File: src/rtl/bip_debug_interface.sv
// bip_debug_interface: host supervisor for the BIP core; gates execution, counts cycles,
// and streams captured PC/ACC/cycle count to the UART transmitter as six bytes.
module bip_debug_interface #(
    parameter logic [7:0] START_CMD = 8'h53,
    parameter int         PC_W      = 11,
    parameter int         DATA_W    = 16,
    parameter int         CNT_W     = 16
) (
    input  logic              clk,
    input  logic              reset,
    input  logic [7:0]        rx_data,
    input  logic              rx_done,
    input  logic              tx_done,
    input  logic              finish_program,
    input  logic [PC_W-1:0]   pc,
    input  logic [DATA_W-1:0] acc,
    output logic              BIP_enable,
    output logic              tx_start,
    output logic [7:0]        tx_data,
    output logic              busy
);
    typedef enum logic [1:0] {IDLE, RUN, SEND, HALT} state_t;

    state_t           r_state, w_next;
    logic [CNT_W-1:0] r_cnt, w_cnt_inc;
    logic [47:0]      r_fields, w_fields;
    logic [2:0]       r_idx;
    logic             w_start, w_finish, w_ack, w_last;
    logic             w_en, w_txs, w_busy;
    logic [7:0]       w_txd;

    function automatic logic [7:0] sel_byte(input logic [2:0] i, input logic [47:0] f);
        return 8'(f >> (6'd40 - {i, 3'b000}));
    endfunction

    assign w_start   = r_state == IDLE && rx_done && rx_data == START_CMD;
    assign w_finish  = r_state == RUN && finish_program;
    // a tx_done seen while our own tx_start is still high belongs to no byte yet
    assign w_ack     = r_state == SEND && tx_done && !tx_start;
    assign w_last    = r_idx == 3'd5;
    assign w_cnt_inc = &r_cnt ? r_cnt : r_cnt + CNT_W'(1);
    assign w_fields  = {16'(pc), 16'(acc), 16'(w_cnt_inc)};

    always_ff @(posedge clk or posedge reset) begin
        if (reset)
            r_state <= IDLE;
        else
            r_state <= w_next;
    end

    always_comb begin
        w_next = r_state;
        if (w_start)
            w_next = RUN;
        else if (w_finish)
            w_next = SEND;
        else if (w_ack && w_last)
            w_next = HALT;
    end

    always_comb begin
        w_en   = w_next == RUN;
        w_busy = w_next == RUN || w_next == SEND;
        w_txs  = w_finish || (w_ack && !w_last);
        w_txd  = w_finish ? w_fields[47:40] :
                 (w_ack && !w_last) ? sel_byte(r_idx + 3'd1, r_fields) : tx_data;
    end

    always_ff @(posedge clk or posedge reset) begin
        if (reset) begin
            BIP_enable <= 1'b0;
            tx_start   <= 1'b0;
            tx_data    <= 8'd0;
            busy       <= 1'b0;
            r_cnt      <= '0;
            r_fields   <= '0;
            r_idx      <= 3'd0;
        end else begin
            BIP_enable <= w_en;
            tx_start   <= w_txs;
            tx_data    <= w_txd;
            busy       <= w_busy;
            r_cnt      <= w_start ? '0 : (r_state == RUN) ? w_cnt_inc : r_cnt;
            if (w_finish)
                r_fields <= w_fields;
            r_idx      <= w_finish ? 3'd0 : w_ack ? r_idx + 3'd1 : r_idx;
        end
    end
endmodule

File: config.mk
export PLATFORM = sky130hd
export DESIGN_NAME = bip_debug_interface
export DESIGN_NICKNAME = d
export VERILOG_FILES = /design/src/rtl/bip_debug_interface.sv
export SDC_FILE = /design/constraint.sdc
export NUM_CORES = 1
export LEC_CHECK = 0
export CAP_MARGIN = 30
export CORE_AREA = 3 3 92 94
export CTS_CLUSTER_SIZE = 10
export DETAILED_ROUTE_END_ITERATION = 16
export DIE_AREA = 0 0 95 97
export PLACE_DENSITY = 0.8
export SETUP_SLACK_MARGIN = 0.02
export SKIP_CTS_REPAIR_TIMING = 1
export SLEW_MARGIN = 20
export SYNTH_ARGS = -nofsm -noshare
export SYNTH_HDL_FRONTEND = slang
export SYNTH_SLANG_ARGS = --single-unit
File: constraint.sdc
create_clock -name clk -period 2.7 [get_ports clk]
set_input_delay 0.54 -clock clk [delete_from_list [all_inputs] [get_ports clk]]
set_output_delay 0.54 -clock clk [all_outputs]
set_load 0.05 [all_outputs]
==> results.cfg, run 1 <==
[placement]
place_congestion = 0.893
placedInstanceArea_um2 = 4460
hpwlAfterDp_um = 6780
post-place-cells = 557
numPortBuffers = 50

[flow_run]
cap_viol_max_count = 0

[layout]
final_util = 0.602
syn_to_final_growth_pct = 20.3
multi_input_area_um2 = 1840
layout-drive-gt1-share = 0.0849
mostFrequentLayoutCell = nand2_1
most-common-layout-cells = 109 x nand2_1, 75 x dfrtp_1, 50 x clkdlybuf4s50_1
finalInstanceArea_um2 = 4650
nets = 510
seq_area_um2 = 1880
num-fill-cells = 646
num_antenna_cells = 0
instances_no_fill = 573

[die]
fp-row-count = 32
die-area_um2 = 9220
die_h_um = 97
start_util = 0.501
die_x_um = 95
coreArea_um2 = 7730
ios = 51

[cts]
worstSkewPairLatency_ns = 0.35
clkTransAtPathRegs_ns = 0.08
cts_root_buf = clkbuf_8
tritoncts = built
cts_max_path_buffers = 2
clock_sinks = 75
cts_buffers = 9
htreeDepth = 3

[route]
drtIter0Drc = 199
drc = 0
drt-total-wl_um = 9350
via_per_inst = 5.82
dr.pass1.iters = 5
wire_per_inst_um = 16.3
vias = 3335
postRouteAntennaNets = 0

[pwr]
seqPwrFrac = 0.427
pwr-share-clk = 0.184
p_per_area_nw_per_um2 = 992
comb_power_share = 0.389
ir_drop_v = 0.000322
switchingPower_mw = 1.86
leakage_nw = 2.06
p_int_mw = 2.75
swShare = 0.403

[timing]
period_minus_slack_ns = 2.19
slew_headroom = 0.552
max_slew.worst_pin.slew_ns = 0.664
fin_skew_ns = 0.0156
hold_viol = 0
max_freq_ghz = 0.457
hold_ws_ns = 0.480
period_share = 0.810
fin_setup_tns_ns = 0
grt_setup_unrepaired = false
maxSlewViolCount = 0
setup_viol = 0

[global_route]
antenna_found_initial = 0
gr-usage-met2 = 0.347
grtUsageMet1 = 0.285
grtUsageMet3 = 0.0389
grt_pass1_vias = 3196
overflow = 0
grt_max_degree = 40
top_usage_layer = met2
track_usage = 0.211
grt_pass1_wl_um = 15600

[logic_synthesis]
synth_xor_area_frac = 0.0204
netlist_area_um2 = 3870
synthCells = 426
synth_area_leaders = dfrtp_1 48%, nand2_1 11%, o21ai_0 3.5%
synth_edf_count = 0
synth.yosys.warnings = 0
yosysTopAreaCell = dfrtp_1
yosysSeqAreaShare = 0.485
synth-simple-area-share = 0.235
ys.flop_type = dfrtp_1
synthMuxAreaShare = 0.0559
async_flop_share = 1.00
ys_types = 52
synth_adder_area_share = 0.0129
synth_compound_area_frac = 0.151
synth_seq_cells = 75
syn_nets = 470
synth_top_family_by_area = simple AND/OR/NAND/NOR gates
syn_avg_cell_area_um2 = 9.08
yosysTopAreaCellShare = 0.485

[min_path]
hp-class = reg2reg

[setup_path]
crit_fanout = 11
required_ns = 2.96
critPathCaptureType = flop
arrival_ns = 2.45
critPathLaunchType = flop
criticalPathCategory = reg2reg

[outcome]
status = finished, final reports clean
[cell usage after synthesis (3+ instances only)]
master    instances
a31oi_1          14
o31ai_1           4
nand2b_1          3
and4_1            4
nor2_1           20
clkbuf_1         23
o22ai_1           3
nand4_1           7
nor2b_1           4
or4_1             4
a311oi_1          3
mux4_2            3
buf_2             6
mux2_2            7
nor3_1            6
ha_1              4
mux2i_1           7
a41oi_1           3
a21oi_1          13
nor4_1            5
xnor2_1           8
o21ai_0          27
inv_1             8
nand3_1          17
a32o_1            5
dfrtp_1          75
o211ai_1          3
a21o_1            3
nand2_1         109
[registers in the layout, summed over array words and instances, names as in the netlist]
signal / cells
BIP_enable: 1
busy: 1
r_cnt: 16
r_fields: 43
r_idx: 3
r_state: 2
tx_data: 8
tx_start: 1
[critical path, stage by stage (launching register included)]
cell     delay (ns)
dfrtp_1        0.46
ha_1           0.31
nand4_1        0.26
nor4_2         0.52
buf_4          0.26
o21ai_0        0.11
a31oi_1        0.19
[metrics by stage]
step | power (mW) | setup WS, ns
after floorplan | 3.23 | 0.250
after global placement | 3.69 | 0.519
after detailed placement | 3.77 | 0.502
after CTS | 4.62 | 0.541
after global routing | 4.94 | 0.332
final | 4.62 | 0.512
[logic make-up (layout without fill, tap and decap cells)]
| kind of cell | count (synthesis) | in the layout |
|---|---|---|
| muxes | 17 | 17 |
| DFF | 75 | 75 |
| xor gates and xnor gates | 9 | 9 |
| adders and majority gates | 4 | 4 |
| and+or+nand+nor | 193 | 193 |
| buffers and inverters | 39 | 84 |
| AOI/OAI and AO/OA | 89 | 89 |
[final timing paths]
kind / from / to / slack, ns / cells after the start
max: r_cnt[0] / r_cnt[5] / 0.51 / 6
min: r_fields[30] / r_fields[30] / 0.48 / 2
max reg2reg: r_cnt[0] / r_cnt[5] / 0.51 / 6
min reg2reg: r_fields[30] / r_fields[30] / 0.48 / 2
max in group asynchronous: reset / r_cnt[3] / 1.47 / 3
min in group asynchronous: reset / r_cnt[11] / 0.56 / 2
[layer usage]
layer  part of all wire  routed length, um
met2               0.50               4640
met1               0.44               4160
met4             0.0077                 72
met5                  0                  0
met3              0.052                482
[area by class of cell]
cell class	count	area share
sequential	75	0.403
tap	102	0.0274
clock buffer	10	0.0274
clock inverter	6	0.0142
timing repair buffer	60	0.126
inverter	8	0.00645
multi-input combinational	312	0.395
[power by group through the flow]
stage	logic, mW	registers [mW]	clock network, mW
after global routing	2.00	2.03	0.916
after CTS	1.80	1.96	0.860
after floorplan	1.24	1.99	0
after global placement	1.74	1.94	0
final	1.80	1.97	0.850
after detailed placement	1.79	1.98	0
Power figures use the tool's default switching activity.
==> inputs of run 2 (changes only) <==
==> constraint.sdc (replaced) <==
create_clock -name clk -period 2.2 [get_ports clk]
set_input_delay 0.44 -clock clk [delete_from_list [all_inputs] [get_ports clk]]
set_output_delay 0.44 -clock clk [all_outputs]
set_load 0.05 [all_outputs]
==> run 2 against run 1 <==
Compared with the run above: fmax up 8.9%; power is 30% higher; sequential power rose by 19%; core utilization rose by 1.8 points; critical path type unchanged; critical endpoint is now r_fields[5]; largest cell class unchanged; largest power group is now combinational cells.
==> results.cfg, run 2 (synthesis gave the netlist of run 1 again) <==
[route]
postRouteAntennaNets = 0
drc = 0
via_per_inst = 5.78
vias = 3376
wire_per_inst_um = 16.4
dr.pass1.iters = 5
drtIter0Drc = 181
drt-total-wl_um = 9570

[placement]
placedInstanceArea_um2 = 4560
numPortBuffers = 50
hpwlAfterDp_um = 6610
place_congestion = 0.884

[layout]
finalInstanceArea_um2 = 4790
mostFrequentLayoutCell = nand2_1
layout-drive-gt1-share = 0.108
syn_to_final_growth_pct = 23.8
largest_reg_flops = 43
top_regs = r_fields: 43 flops, r_cnt: 16 flops, tx_data: 8 flops
num_antenna_cells = 0
largest_register = r_fields
nets = 521
most-common-layout-cells = 109 x nand2_1, 75 x dfrtp_1, 50 x clkdlybuf4s50_1

[setup_path]
crit_fanout = 12
max_stage_delay_ns = 0.45
cp_top_family = simple AND/OR/NAND/NOR gates
critPathCaptureType = flop
criticalPathCategory = reg2reg
arrival_ns = 2.28
reg2reg_slack_ns = 0.19
crit_slowest_cell = nor4_2
cp_cell_sequence = ha_1 -> nand4_1 -> nor4_2 -> buf_4 -> o21ai_0 -> a31oi_1
required_ns = 2.47
critPathLaunchType = flop
cp_num_buf_inv = 1

[die]
ios = 51
fp-row-count = 32
die-area_um2 = 9220
coreArea_um2 = 7730
start_util = 0.501
die_x_um = 95
die_h_um = 97

[cts]
clkTransAtPathRegs_ns = 0.08
cts_max_path_buffers = 2
cts_root_buf = clkbuf_8
worstSkewPairLatency_ns = 0.36
htreeDepth = 3
cts_buffers = 9
clock_sinks = 75
tritoncts = built

[timing]
slew_headroom = 0.583
fin_setup_tns_ns = 0
period_share = 0.913
fin_skew_ns = 0.0120
hold_viol = 0
grt_setup_unrepaired = false
period_minus_slack_ns = 2.01
max_slew.worst_pin.slew_ns = 0.617
setup_viol = 0
maxSlewViolCount = 0
max_freq_ghz = 0.498

[min_path]
hp-class = reg2reg

[pwr]
ir_drop_v = 0.000533
leakage_nw = 2.14
p_per_area_nw_per_um2 = 1260
power_mw = 6.02

[global_route]
antenna_found_initial = 0
overflow = 0
grt_max_degree = 76
grt_pass1_wl_um = 16100
track_usage = 0.218
grt_pass1_vias = 3299

[flow_run]
cap_viol_max_count = 0

[outcome]
status = finished, final reports clean
## run 2: changes by cell type in the layout (fill, tap and decap cells not counted)
cell        delta
clkbuf_8       +1
inv_6          +2
inv_2          -1
buf_12         +1
bufinv_16      +1
clkbuf_1       -1
clkinvlp_4     -2
clkinv_2       -1
buf_4         +10
clkinv_4       +1
## run 2: worst register-to-register path, cell delays in order, from the launching register on
cell and delay [ns]:
dfrtp_1 0.36, ha_1 0.25, nand4_1 0.30, nor4_2 0.45, buf_4 0.25, o21ai_0 0.11, a31oi_1 0.20
## run 2: final timing paths
kind	start	endpoint	cells after the start
worst max-delay path	r_cnt[0]	r_fields[5]	6
worst max register to register	r_cnt[0]	r_fields[5]	6
worst min-delay path	r_fields[20]	r_fields[20]	2
min in group asynchronous	reset	r_fields[19]	3
max in group asynchronous	reset	r_cnt[12]	3
worst min register to register	r_fields[20]	r_fields[20]	2
## run 2: metal layers
metal	global-route usage	part of all wire	vias up
met1	0.291	0.43	1618
li1	-	-	1623
met2	0.356	0.49	120
met5	0	0	-
met3	0.0505	0.058	15
met4	0.0588	0.014	0
## run 2: per-stage QoR
step | util | std cells | worst slack, ns | hold WS [ns]
after floorplan | - | 426 | 0.271 | 0.440
after global placement | 0.590 | 568 | 0.188 | 0.452
after detailed placement | 0.590 | 568 | 0.102 | 0.464
after CTS | 0.620 | 584 | 0.209 | 0.483
after global routing | 0.620 | 584 | 0.0505 | 0.511
final | 0.620 | 584 | 0.190 | 0.479
## run 2: final cells by class
type                       count  area, um2
clock buffer                  10        138
clock inverter                 6       95.1
fill                         633       2940
inverter                       8       33.8
multi-input combinational    312       1840
sequential                    75       1880
tap                          102        128
timing repair buffer          71        683
## run 2: report_power, final
group | leakage, nW | internal, mW | total (mW) | switching (mW)
sequential | 0.963 | 1.92 | 2.35 | 0.434
clock | 0.117 | 0.682 | 1.24 | 0.554
combinational | 1.06 | 1.03 | 2.43 | 1.40
total | 2.14 | 3.63 | 6.02 | 2.39
==> inputs of run 3 (changes only) <==
==> constraint.sdc (replaced) <==
create_clock -name clk -period 1.9 [get_ports clk]
set_input_delay 0.38 -clock clk [delete_from_list [all_inputs] [get_ports clk]]
set_output_delay 0.38 -clock clk [all_outputs]
set_load 0.05 [all_outputs]
==> run 3 against run 2 <==
Compared with the run above: sequential share of layout area is 1.6 points lower; clock skew is 0.0038 ns lower; clock power is 7% lower; first-iteration DRC count is 1.1% lower; core utilization is 2.6 points higher; power is 14% higher; fmax is 12% higher; combinational power is 22% higher; flip-flop and latch count stayed put; via count is 1.8% higher; largest cell class is now multi-input combinational cells; largest power group unchanged.
==> results.cfg, run 3 (synthesis gave the netlist of run 1 again) <==
[placement]
hpwlAfterDp_um = 7250
numPortBuffers = 50
pre_cts_slack_ns = -0.0645
place_congestion = 0.884

[timing]
setup_ws_ns = 0.113
period_minus_slack_ns = 1.79
grt_setup_unrepaired = true
setup_viol = 0
max_slew.worst_pin.slew_ns = 0.519
hold_ws_ns = 0.476
hold_viol = 0
maxSlewViolCount = 0
fin_skew_ns = 0.00825
slew_headroom = 0.651
period_share = 0.940
max_freq_ghz = 0.560

[pwr]
p_int_mw = 4.09
pwr-share-clk = 0.168
ir_drop_v = 0.000570
switchingPower_mw = 2.74
leakage_nw = 2.39
swShare = 0.402
p_per_area_nw_per_um2 = 1370
comb_power_share = 0.435
seqPwrFrac = 0.397
power_mw = 6.83

[die]
coreArea_um2 = 7730
die-area_um2 = 9220
start_util = 0.501
ios = 51
die_h_um = 97
fp-row-count = 32
die_x_um = 95

[cts]
cts_root_buf = clkbuf_8
worstSkewPairLatency_ns = 0.34
clock_sinks = 75
cts_buffers = 9
tritoncts = built
cts_max_path_buffers = 2
htreeDepth = 3
clkTransAtPathRegs_ns = 0.08

[layout]
most-common-layout-cells = 109 x nand2_1, 75 x dfrtp_1, 40 x buf_4
layout-drive-gt1-share = 0.161
top_regs = r_fields: 43 flops, r_cnt: 16 flops, tx_data: 8 flops
nets = 542
final_util = 0.647
num_antenna_cells = 0
num-fill-cells = 640
largest_register = r_fields
mostFrequentLayoutCell = nand2_1
syn_to_final_growth_pct = 29.1
largest_reg_flops = 43

[global_route]
grt_max_degree = 76
track_usage = 0.221
grt_pass1_wl_um = 16100
overflow = 0
grt_pass1_vias = 3300
antenna_found_initial = 0

[route]
drtIter0Drc = 179
drc = 0
wire_per_inst_um = 16.5
vias = 3438
postRouteAntennaNets = 0
drt-total-wl_um = 9970
dr.pass1.iters = 5
via_per_inst = 5.68

[setup_path]
ff2ff_path_depth = 6
critPathCaptureType = flop
r2r_start = r_idx[0]
crit_fanout = 14
critPathLaunchType = flop
arrival_ns = 2.01
required_ns = 2.13
criticalPathCategory = reg2reg
startpoint = r_idx[0]

[min_path]
hp-class = in2async

[outcome]
status = finished, final reports clean

[flow_run]
cap_viol_max_count = 0
==> run 3: cell types whose count changed in the layout (fill, tap and decap cells not counted), sizes merged <==
cell	before	now
clkinv	2	1
clkdlybuf4s50	50	39
bufinv	2	0
clkinvlp	1	4
clkbuf	10	11
buf	21	43
dlymetal6s2s	0	10
inv	9	8
==> run 3: final timing paths <==
kind / end / slack [ns]
max: tx_data[6] / 0.11
max reg2reg: tx_data[6] / 0.11
max in group asynchronous: busy / 1.09
min: r_fields[18] / 0.48
min in group clk: r_fields[24] / 0.48
min reg2reg: r_fields[24] / 0.48
==> run 3: area by class of cell <==
cell class / count / area (um2) / share of cell area
Sequential cell: 75 / 1880 / 0.376
Inverter: 8 / 33.8 / 0.00676
Timing Repair Buffer: 92 / 876 / 0.175
Tap cell: 102 / 128 / 0.0255
Clock buffer: 11 / 151 / 0.0303
Clock inverter: 5 / 36.3 / 0.00726
Multi-Input combinational cell: 312 / 1890 / 0.379
==> run 3: routing by layer <==
layer	part of all wire	global-route usage	up-vias
li1	-	-	1661
met1	0.44	0.294	1655
met2	0.49	0.360	108
met3	0.046	0.0397	14
met4	0.020	0.0744	0
met5	0	0	-
==> run 3: power by group through the flow <==
stage	logic, mW	clock network (mW)	registers [mW]
global placement	2.84	0	2.68
floorplan	1.77	0	2.82
detailed placement	2.94	0	2.71
global route	3.28	1.25	2.79
CTS	2.95	1.19	2.68
finish	2.97	1.15	2.71
==> run 3: critical path: stages, from the launching register on <==
cell and delay, ns:
dfrtp_1 0.43, ha_1 0.26, xnor2_2 0.22, buf_12 0.17
mux2i_2 0.26, o21ai_0 0.12, a32o_1 0.21
==> run 3: metrics by stage <==
step	std cells	instance area, um2	setup TNS, ns
after floorplan	426	3890	0
after global placement	587	4730	-0.0221
after detailed placement	587	4730	-0.229
after CTS	603	4920	-0.0874
after global routing	605	5000	0
final	605	5000	0
